==> src/rtl/tdm_demux.sv <==
// Receive-side bit-level TDM demultiplexer: serial slots in, double-buffered parallel channels out.
// Optional even-parity slot at index CHANNELS is compiled in with `define TDM_PARITY_EN.
module tdm_demux #(
    parameter int CHANNELS = 4
) (
    input  logic                clk,
    input  logic                rst_n,
    input  logic                din_i,
    input  logic                din_valid_i,
    input  logic                frame_sync_i,
    output logic [CHANNELS-1:0] dout_o,
    output logic                frame_done_o,
    output logic                locked_o,
    output logic                sync_err_o,
    output logic                parity_err_o
);

`ifdef TDM_PARITY_EN
    localparam int FRAME_LEN = CHANNELS + 1;
`else
    localparam int FRAME_LEN = CHANNELS;
`endif
    localparam int                SLOT_W    = $clog2(FRAME_LEN);
    localparam logic [SLOT_W-1:0] LAST_SLOT = SLOT_W'(FRAME_LEN - 1);
    localparam logic [SLOT_W-1:0] SLOT_ONE  = SLOT_W'(1);

    // Handshake: din_i and frame_sync_i are consumed on every rising edge where din_valid_i=1;
    // there is no back-pressure, the link never stalls the sender.
    typedef enum logic {
        HUNT   = 1'b0,
        LOCKED = 1'b1
    } state_e;

    state_e                state_q,      state_d;
    logic [SLOT_W-1:0]     slot_q,       slot_d;
    logic [FRAME_LEN-1:0]  shadow_q,     shadow_d;
    logic [CHANNELS-1:0]   dout_q,       dout_d;
    logic                  frame_done_q, frame_done_d;
    logic                  sync_err_q,   sync_err_d;
`ifdef TDM_PARITY_EN
    logic                  parity_err_q, parity_err_d;
`endif

    logic [FRAME_LEN-1:0]  frame_full;
    logic                  frame_ok;

    // State register
    always_ff @(posedge clk or negedge rst_n) begin
        if (!rst_n) begin
            state_q      <= HUNT;
            slot_q       <= '0;
            shadow_q     <= '0;
            dout_q       <= '0;
            frame_done_q <= 1'b0;
            sync_err_q   <= 1'b0;
`ifdef TDM_PARITY_EN
            parity_err_q <= 1'b0;
`endif
        end else begin
            state_q      <= state_d;
            slot_q       <= slot_d;
            shadow_q     <= shadow_d;
            dout_q       <= dout_d;
            frame_done_q <= frame_done_d;
            sync_err_q   <= sync_err_d;
`ifdef TDM_PARITY_EN
            parity_err_q <= parity_err_d;
`endif
        end
    end

    // Shadow contents as they would be with the current bit written into its slot.
    always_comb begin
        frame_full         = shadow_q;
        frame_full[slot_q] = din_i;
`ifdef TDM_PARITY_EN
        frame_ok = ~(^frame_full);
`else
        frame_ok = 1'b1;
`endif
    end

    // Next-state logic
    always_comb begin
        state_d      = state_q;
        slot_d       = slot_q;
        shadow_d     = shadow_q;
        dout_d       = dout_q;
        frame_done_d = 1'b0;
        sync_err_d   = 1'b0;
`ifdef TDM_PARITY_EN
        parity_err_d = 1'b0;
`endif
        if (din_valid_i) begin
            case (state_q)
                HUNT: begin
                    if (frame_sync_i) begin
                        shadow_d[0] = din_i;
                        slot_d      = SLOT_ONE;
                        state_d     = LOCKED;
                    end
                end
                LOCKED: begin
                    if (frame_sync_i && (slot_q != '0)) begin
                        // Early sync restarts the frame here; the partial frame is dropped.
                        sync_err_d  = 1'b1;
                        shadow_d[0] = din_i;
                        slot_d      = SLOT_ONE;
                    end else if (!frame_sync_i && (slot_q == '0)) begin
                        sync_err_d = 1'b1;
                        state_d    = HUNT;
                    end else begin
                        shadow_d = frame_full;
                        if (slot_q == LAST_SLOT) begin
                            slot_d = '0;
                            if (frame_ok) begin
                                dout_d       = frame_full[CHANNELS-1:0];
                                frame_done_d = 1'b1;
                            end
`ifdef TDM_PARITY_EN
                            else begin
                                parity_err_d = 1'b1;
                            end
`endif
                        end else begin
                            slot_d = slot_q + SLOT_ONE;
                        end
                    end
                end
                default: state_d = HUNT;
            endcase
        end
    end

    // Output logic
    always_comb begin
        dout_o       = dout_q;
        frame_done_o = frame_done_q;
        sync_err_o   = sync_err_q;
        locked_o     = (state_q == LOCKED);
`ifdef TDM_PARITY_EN
        parity_err_o = parity_err_q;
`else
        parity_err_o = 1'b0;
`endif
    end

endmodule
==> config.mk <==
export PLATFORM = sky130hd
export DESIGN_NAME = tdm_demux
export DESIGN_NICKNAME = d
export VERILOG_FILES = /design/src/rtl/tdm_demux.sv
export SDC_FILE = /design/constraint.sdc
export NUM_CORES = 1
export LEC_CHECK = 0
export ABC_AREA = 1
export CAP_MARGIN = 20
export CORE_ASPECT_RATIO = 0.7
export CORE_MARGIN = 2
export CORE_UTILIZATION = 32
export DETAILED_ROUTE_END_ITERATION = 7
export GPL_TIMING_DRIVEN = 0
export SLEW_MARGIN = 15
export SYNTH_ARGS = -nofsm -noshare
export SYNTH_HDL_FRONTEND = slang
export SYNTH_SLANG_ARGS = --single-unit
==> constraint.sdc <==
create_clock -name clk -period 2.13 [get_ports clk]
set_input_delay 0.3195 -clock clk [delete_from_list [all_inputs] [get_ports clk]]
set_output_delay 0.3195 -clock clk [all_outputs]
set_load 0.01 [all_outputs]
==> results of run 1 <==
[worst max-delay path, delay by kind of cell, from the launching register on]
family / cells / cell delay, ns
compound gates: 1 / 0.05
fa+ha+maj: 2 / 0.53
buf+inv: 2 / 0.20
flops: 1 / 0.41
simple gates: 3 / 0.34
[layout make-up]
type	count	share of cell area
timing repair buffer	11	0.129
inverter	12	0.0529
sequential	12	0.352
buffer	1	0.00881
tap	24	0.0352
clock buffer	3	0.0264
multi-input combinational	57	0.395
[path summary, 6_finish.rpt]
kind,from,endpoint,slack [ns]
min,rst_n,slot_q[1]$_DFFE_PN0P_,0.41
max reg2reg,slot_q[0]$_DFFE_PN0P_,dout_o[3]$_DFFE_PN0P_,0.49
min in group clk,dout_o[1]$_DFFE_PN0P_,dout_o[1]$_DFFE_PN0P_,0.48
max in group asynchronous,rst_n,dout_o[1]$_DFFE_PN0P_,1.34
min reg2reg,dout_o[1]$_DFFE_PN0P_,dout_o[1]$_DFFE_PN0P_,0.48
max,slot_q[0]$_DFFE_PN0P_,dout_o[3]$_DFFE_PN0P_,0.49
[logic make-up after synthesis]
kind of cell,count (synthesis),share of synthesized area
other cells,1,0.00544
fa+ha+maj,8,0.145
simple gates,40,0.274
buf+inv,13,0.0762
flops,12,0.436
compound gates,8,0.0635
[where the power goes]
group          total [mW]  switching [mW]  internal, mW
Combinational       0.492           0.277         0.215
Sequential          0.374          0.0594         0.314
Clock               0.144          0.0782        0.0656
Total                1.01           0.415         0.595
[synthesized netlist by cell type (all sizes together)]
cell type and n:
nand3 4, ha 8, buf 1, nor2 3, inv 12, nand2 33, dfrtp 12, o21ai 8
conb 1
[routing by layer]
| metal | global-route usage | vias to the layer above |
|---|---|---|
| met3 | 0.0640 | 5 |
| li1 | - | 276 |
| met4 | 0.0545 | 0 |
| met1 | 0.156 | 227 |
| met2 | 0.143 | 11 |
| met5 | 0 | - |
[sequential cells by signal, indices dropped and copies added (netlist names)]
signal and cells:
dout_o 4, frame_done_o 1, locked_o 1, shadow_q 3, slot_q 2, sync_err_o 1
[metrics by stage]
step	hold WS (ns)	area [um^2]	cells	utilization
after floorplan	0.0239	689	82	-
after global placement	0.459	830	117	0.398
after detailed placement	0.466	830	117	0.398
after CTS	0.428	852	120	0.409
after global routing	0.458	852	120	0.409
final	0.411	852	120	0.409
==> impl_metrics.env, run 1 <==
export IMPL_status="finished clean"
export IMPL_hold_violations=0
export IMPL_register_area_um2=300
export IMPL_grt_start_max_net_pins=13
export IMPL_die_x_um=59.5
export IMPL_area_delta_synth_final_pct=23.6
export IMPL_met3WireLength_um=62
export IMPL_yosysUniqueCellTypes=15
export IMPL_drtIter0Drc=7
export IMPL_max_stage_delay_ns=0.41
export IMPL_final_cell_mix="nand2_1 (30), dfrtp_1 (12), inv_1 (11), clkdlybuf4s50_1 (11), ha_1 (8)"
export IMPL_worst_slack_ns=0.490
export IMPL_syn_avg_cell_area_um2=8.41
export IMPL_required_ns=2.31
export IMPL_antenna_found_initial=0
export IMPL_routed_wl_mm=1.23
export IMPL_io_buffer_count=11
export IMPL_row_count=14
export IMPL_clkSinkCount=12
export IMPL_min_delay_path_class="input pin to async pin"
export IMPL_first_pass_iters=4
export IMPL_cap_violations=0
export IMPL_cts_buffers_inserted=3
export IMPL_die_area_um2=2550
export IMPL_io_pin_count=13
export IMPL_first_global_vias=438
export IMPL_avgViaCountPerCell=4.33
export IMPL_grt_use_total=0.115
export IMPL_start_kind="register"
export IMPL_slew_violations=0
export IMPL_gp_congestion=0.838
export IMPL_yosysSeqAreaShare=0.436
export IMPL_root_buffer="clkbuf_4"
export IMPL_final_layout_size_suffix_gt1_frac=0.104
export IMPL_route_layer_met1_wl_um=648
export IMPL_syn_area_um2=689
export IMPL_cts_resized=0
export IMPL_path_max_fanout=8
export IMPL_setup_tns_ns=0
export IMPL_max_freq_mhz=610
export IMPL_crit_type="register to register"
export IMPL_ys_ff_latch=12
export IMPL_rsz0062_at_grt="no"
export IMPL_start_util=0.331
export IMPL_cts_setup_buffers=0
export IMPL_fillers=212
export IMPL_routedWlPerCell_um=10.3
export IMPL_die_h_um=42.8
export IMPL_met2_length_um=503
export IMPL_diodes=0
export IMPL_r2r_cells=8
export IMPL_syn_num_nets=95
export IMPL_htree_levels=1
export IMPL_slowest_stage="dfrtp_1"
export IMPL_tightest_slew_ns=0.589
export IMPL_final_antenna_net_count=0
export IMPL_clkTransAtPathRegs_ns=0.07
export IMPL_yosys_warnings=0
export IMPL_grt_overflow_total=0
export IMPL_post_place_ws_ns=0.335
export IMPL_layout_commonest_cell="nand2_1"
export IMPL_yosys_area_top_type="dfrtp_1"
export IMPL_synthTopCellsByArea="dfrtp_1 (44%), nand2_1 (16%), ha_1 (15%)"
export IMPL_total_power_mw=1.01
export IMPL_multiInputGateArea_um2=337
export IMPL_crit_arrival_ns=1.82
export IMPL_drc=0
export IMPL_netlist_instances=82
export IMPL_leakage_nw=0.468
export IMPL_setup_violations=0
export IMPL_min_period_ns=1.64
export IMPL_cts_tree="done"
export IMPL_clk_latency_ns=0.28
export IMPL_grt_pass1_wl_mm=2.04
export IMPL_crit_chain="inv_1 -> ha_1 -> ha_1 -> inv_1 -> nor2_8 -> nand2_4 -> nand2_1 -> o21ai_2"
export IMPL_nets=111
export IMPL_power_density_nw_per_um2=1190
export IMPL_coreArea_um2=2080
export IMPL_highest_layer="met4"
export IMPL_ir_drop_mv=0.553
export IMPL_hold_buffers=0
export IMPL_cp_end_kind="register"
export IMPL_post_route_period_util=0.770
export IMPL_fin_worst_skew_ns=0.00114
export IMPL_num_vias=519
export IMPL_max_slew_margin=0.606
export IMPL_synth_top_area_share=0.436
export IMPL_place_hpwl_um=968
export IMPL_cts_buffer_depth=2
(Power assumes the default switching activity.)
==> run 2, diff against run 1 <==
clock period = 1.4 ns   (was 2.13 ns; I/O delays follow)
==> run 2 against run 1 <==
  * Non-clock buffer count up 4
  * Maximum frequency grew 20%
  * Setup slack lost 0.46 ns
  * Total power rose by 77%
  * Global-route usage grew 0.57 points
  * Worst hold slack worse by 0.12 ns
  * Critical path type unchanged
  * Flip-flop and latch count unchanged
  * Critical endpoint is now slot_q[0]$_DFFE_PN0P_
  * First-iteration DRC count up 43%
  * Sequential power up 49%
  * Die area unchanged
  * Clock skew rose by 0.0024 ns
==> impl_metrics.env, run 2 (same netlist as run 1, synthesis figures left out) <==
export IMPL_cap_violations=0
export IMPL_diodes=0
export IMPL_highest_layer="met4"
export IMPL_grt_start_max_net_pins=13
export IMPL_slew_violations=0
export IMPL_rrSetupSlack_ns=0.03
export IMPL_fin_worst_skew_ns=0.00357
export IMPL_drtIter0Drc=10
export IMPL_clkSinkCount=12
export IMPL_nets=115
export IMPL_dpl_cell_count=117
export IMPL_rsz0062_at_grt="yes"
export IMPL_grt_overflow_total=0
export IMPL_antenna_found_initial=0
export IMPL_cts_buffer_depth=2
export IMPL_die_area_um2=2550
export IMPL_path_common_cell="inv_2"
export IMPL_avgViaCountPerCell=4.31
export IMPL_fillers=197
export IMPL_start_kind="register"
export IMPL_slowest_stage="dfrtp_1"
export IMPL_io_pin_count=13
export IMPL_min_period_ns=1.37
export IMPL_grt_use_total=0.121
export IMPL_leakage_nw=0.553
export IMPL_start_util=0.331
export IMPL_num_vias=539
export IMPL_route_layer_met1_wl_um=643
export IMPL_coreArea_um2=2080
export IMPL_min_delay_path_class="input pin to async pin"
export IMPL_status="finished clean"
export IMPL_root_buffer="clkbuf_4"
export IMPL_io_buffer_count=11
export IMPL_r2r_cells=10
export IMPL_cp_end_kind="register"
export IMPL_die_h_um=42.8
export IMPL_max_freq_mhz=730
export IMPL_clkTransAtPathRegs_ns=0.07
export IMPL_ir_drop_mv=0.746
export IMPL_tightest_slew_ns=0.557
export IMPL_power_density_nw_per_um2=1860
export IMPL_path_max_fanout=4
export IMPL_grt_pass1_wl_mm=2.21
export IMPL_required_ns=1.56
export IMPL_first_pass_iters=4
export IMPL_gp_congestion=0.890
export IMPL_post_route_period_util=0.979
export IMPL_setup_violations=0
export IMPL_crit_type="register to register"
export IMPL_r2r_end="slot_q[0]$_DFFE_PN0P_"
export IMPL_met3WireLength_um=53
export IMPL_die_x_um=59.5
export IMPL_final_antenna_net_count=0
export IMPL_htree_levels=1
export IMPL_finalNonFillerCells=125
export IMPL_met2_length_um=558
export IMPL_setup_tns_ns=0
export IMPL_cts_buffers_inserted=3
export IMPL_layout_commonest_cell="nand2_1"
export IMPL_final_layout_size_suffix_gt1_frac=0.277
export IMPL_r2r_start="slot_q[1]$_DFFE_PN0P_"
export IMPL_largest_reg_flops=4
export IMPL_critPathTopFamily="flip-flops"
export IMPL_hold_violations=0
export IMPL_routedWlPerCell_um=10.2
export IMPL_routed_wl_mm=1.27
export IMPL_area_delta_synth_final_pct=39.0
export IMPL_max_stage_delay_ns=0.40
export IMPL_first_global_vias=490
export IMPL_cp_num_buf_inv=4
export IMPL_max_slew_margin=0.628
export IMPL_crit_arrival_ns=1.53
export IMPL_crit_chain="inv_2 -> ha_4 -> inv_2 -> ha_4 -> inv_4 -> nand3_2 -> nand2_2 -> inv_2 -> nand2_1 -> o21ai_1"
export IMPL_cts_tree="done"
export IMPL_drc=0
export IMPL_place_hpwl_um=915
export IMPL_final_cell_mix="nand2_1 (28), dfrtp_1 (11), clkdlybuf4s50_1 (6)"
export IMPL_clk_latency_ns=0.28
export IMPL_row_count=14
## run 2: cell types whose count changed in the layout (fill, tap and decap cells not counted), moves of 3 or more
cell | before | now
clkdlybuf4s50_1 | 11 | 6
ha_1 | 8 | 5
dlymetal6s2s_1 | 0 | 4
ha_4 | 0 | 3
inv_1 | 11 | 5
buf_4 | 1 | 5
inv_2 | 1 | 5
## run 2: layer usage
metal | vias to the layer above | GRT usage
li1 | 288 | -
met1 | 239 | 0.164
met2 | 7 | 0.160
met3 | 5 | 0.0640
met4 | 0 | 0.0409
met5 | - | 0
## run 2: layout make-up
class | count | area [um^2] | area share
Inverter | 12 | 50.0 | 0.0522
Multi-Input combinational cell | 57 | 384 | 0.401
Clock buffer | 4 | 36.3 | 0.0379
Timing Repair Buffer | 15 | 149 | 0.155
Sequential cell | 12 | 302 | 0.315
Tap cell | 24 | 30.0 | 0.0313
Buffer | 1 | 7.51 | 0.00783
## run 2: how the worst max path moves through the flow
stage / start / to / slack [ns] / cells past startpoint
2_1_floorplan: slot_q[0]$_DFFE_PN0P_ / dout_o[3]$_DFFE_PN0P_ / -0.01 / 8
3_3_place_gp: frame_sync_i / dout_o[3]$_DFFE_PN0P_ / -0.19 / 8
3_5_place_dp: frame_sync_i / dout_o[3]$_DFFE_PN0P_ / -0.20 / 8
4_1_cts: slot_q[1]$_DFFE_PN0P_ / slot_q[0]$_DFFE_PN0P_ / -0.006 / 10
5_1_grt: slot_q[1]$_DFFE_PN0P_ / dout_o[0]$_DFFE_PN0P_ / -0.04 / 8
6_report: slot_q[1]$_DFFE_PN0P_ / slot_q[0]$_DFFE_PN0P_ / 0.03 / 10
## run 2: report_power, final
group          switching (mW)  leakage, nW  internal (mW)
combinational           0.515        0.379          0.436
sequential             0.0782        0.153          0.481
clock                   0.115       0.0210          0.158
total                   0.709        0.553           1.08
## run 2: what timing repair did
| action | in CTS | in global routing |
|---|---|---|
| setup endpoints to repair | 10 | 12 |
| gates resized for setup | 7 | 13 |
| hold buffers | 0 | 0 |
| pin swaps | 1 | 5 |
| buffers inserted | 3 | 1 |
## run 2: stage by stage
stage | area (um^2) | util | setup slack, ns | total power, mW | hold WS (ns)
3_3_place_gp | 832 | 0.399 | -0.189 | 1.32 | 0.457
2_1_floorplan | 692 | - | -0.0117 | 1.07 | -0.0856
5_1_grt | 958 | 0.460 | -0.0425 | 1.95 | 0.329
6_report | 958 | 0.460 | 0.0301 | 1.78 | 0.288
4_1_cts | 913 | 0.438 | -0.00642 | 1.74 | 0.310
3_5_place_dp | 832 | 0.399 | -0.197 | 1.34 | 0.460
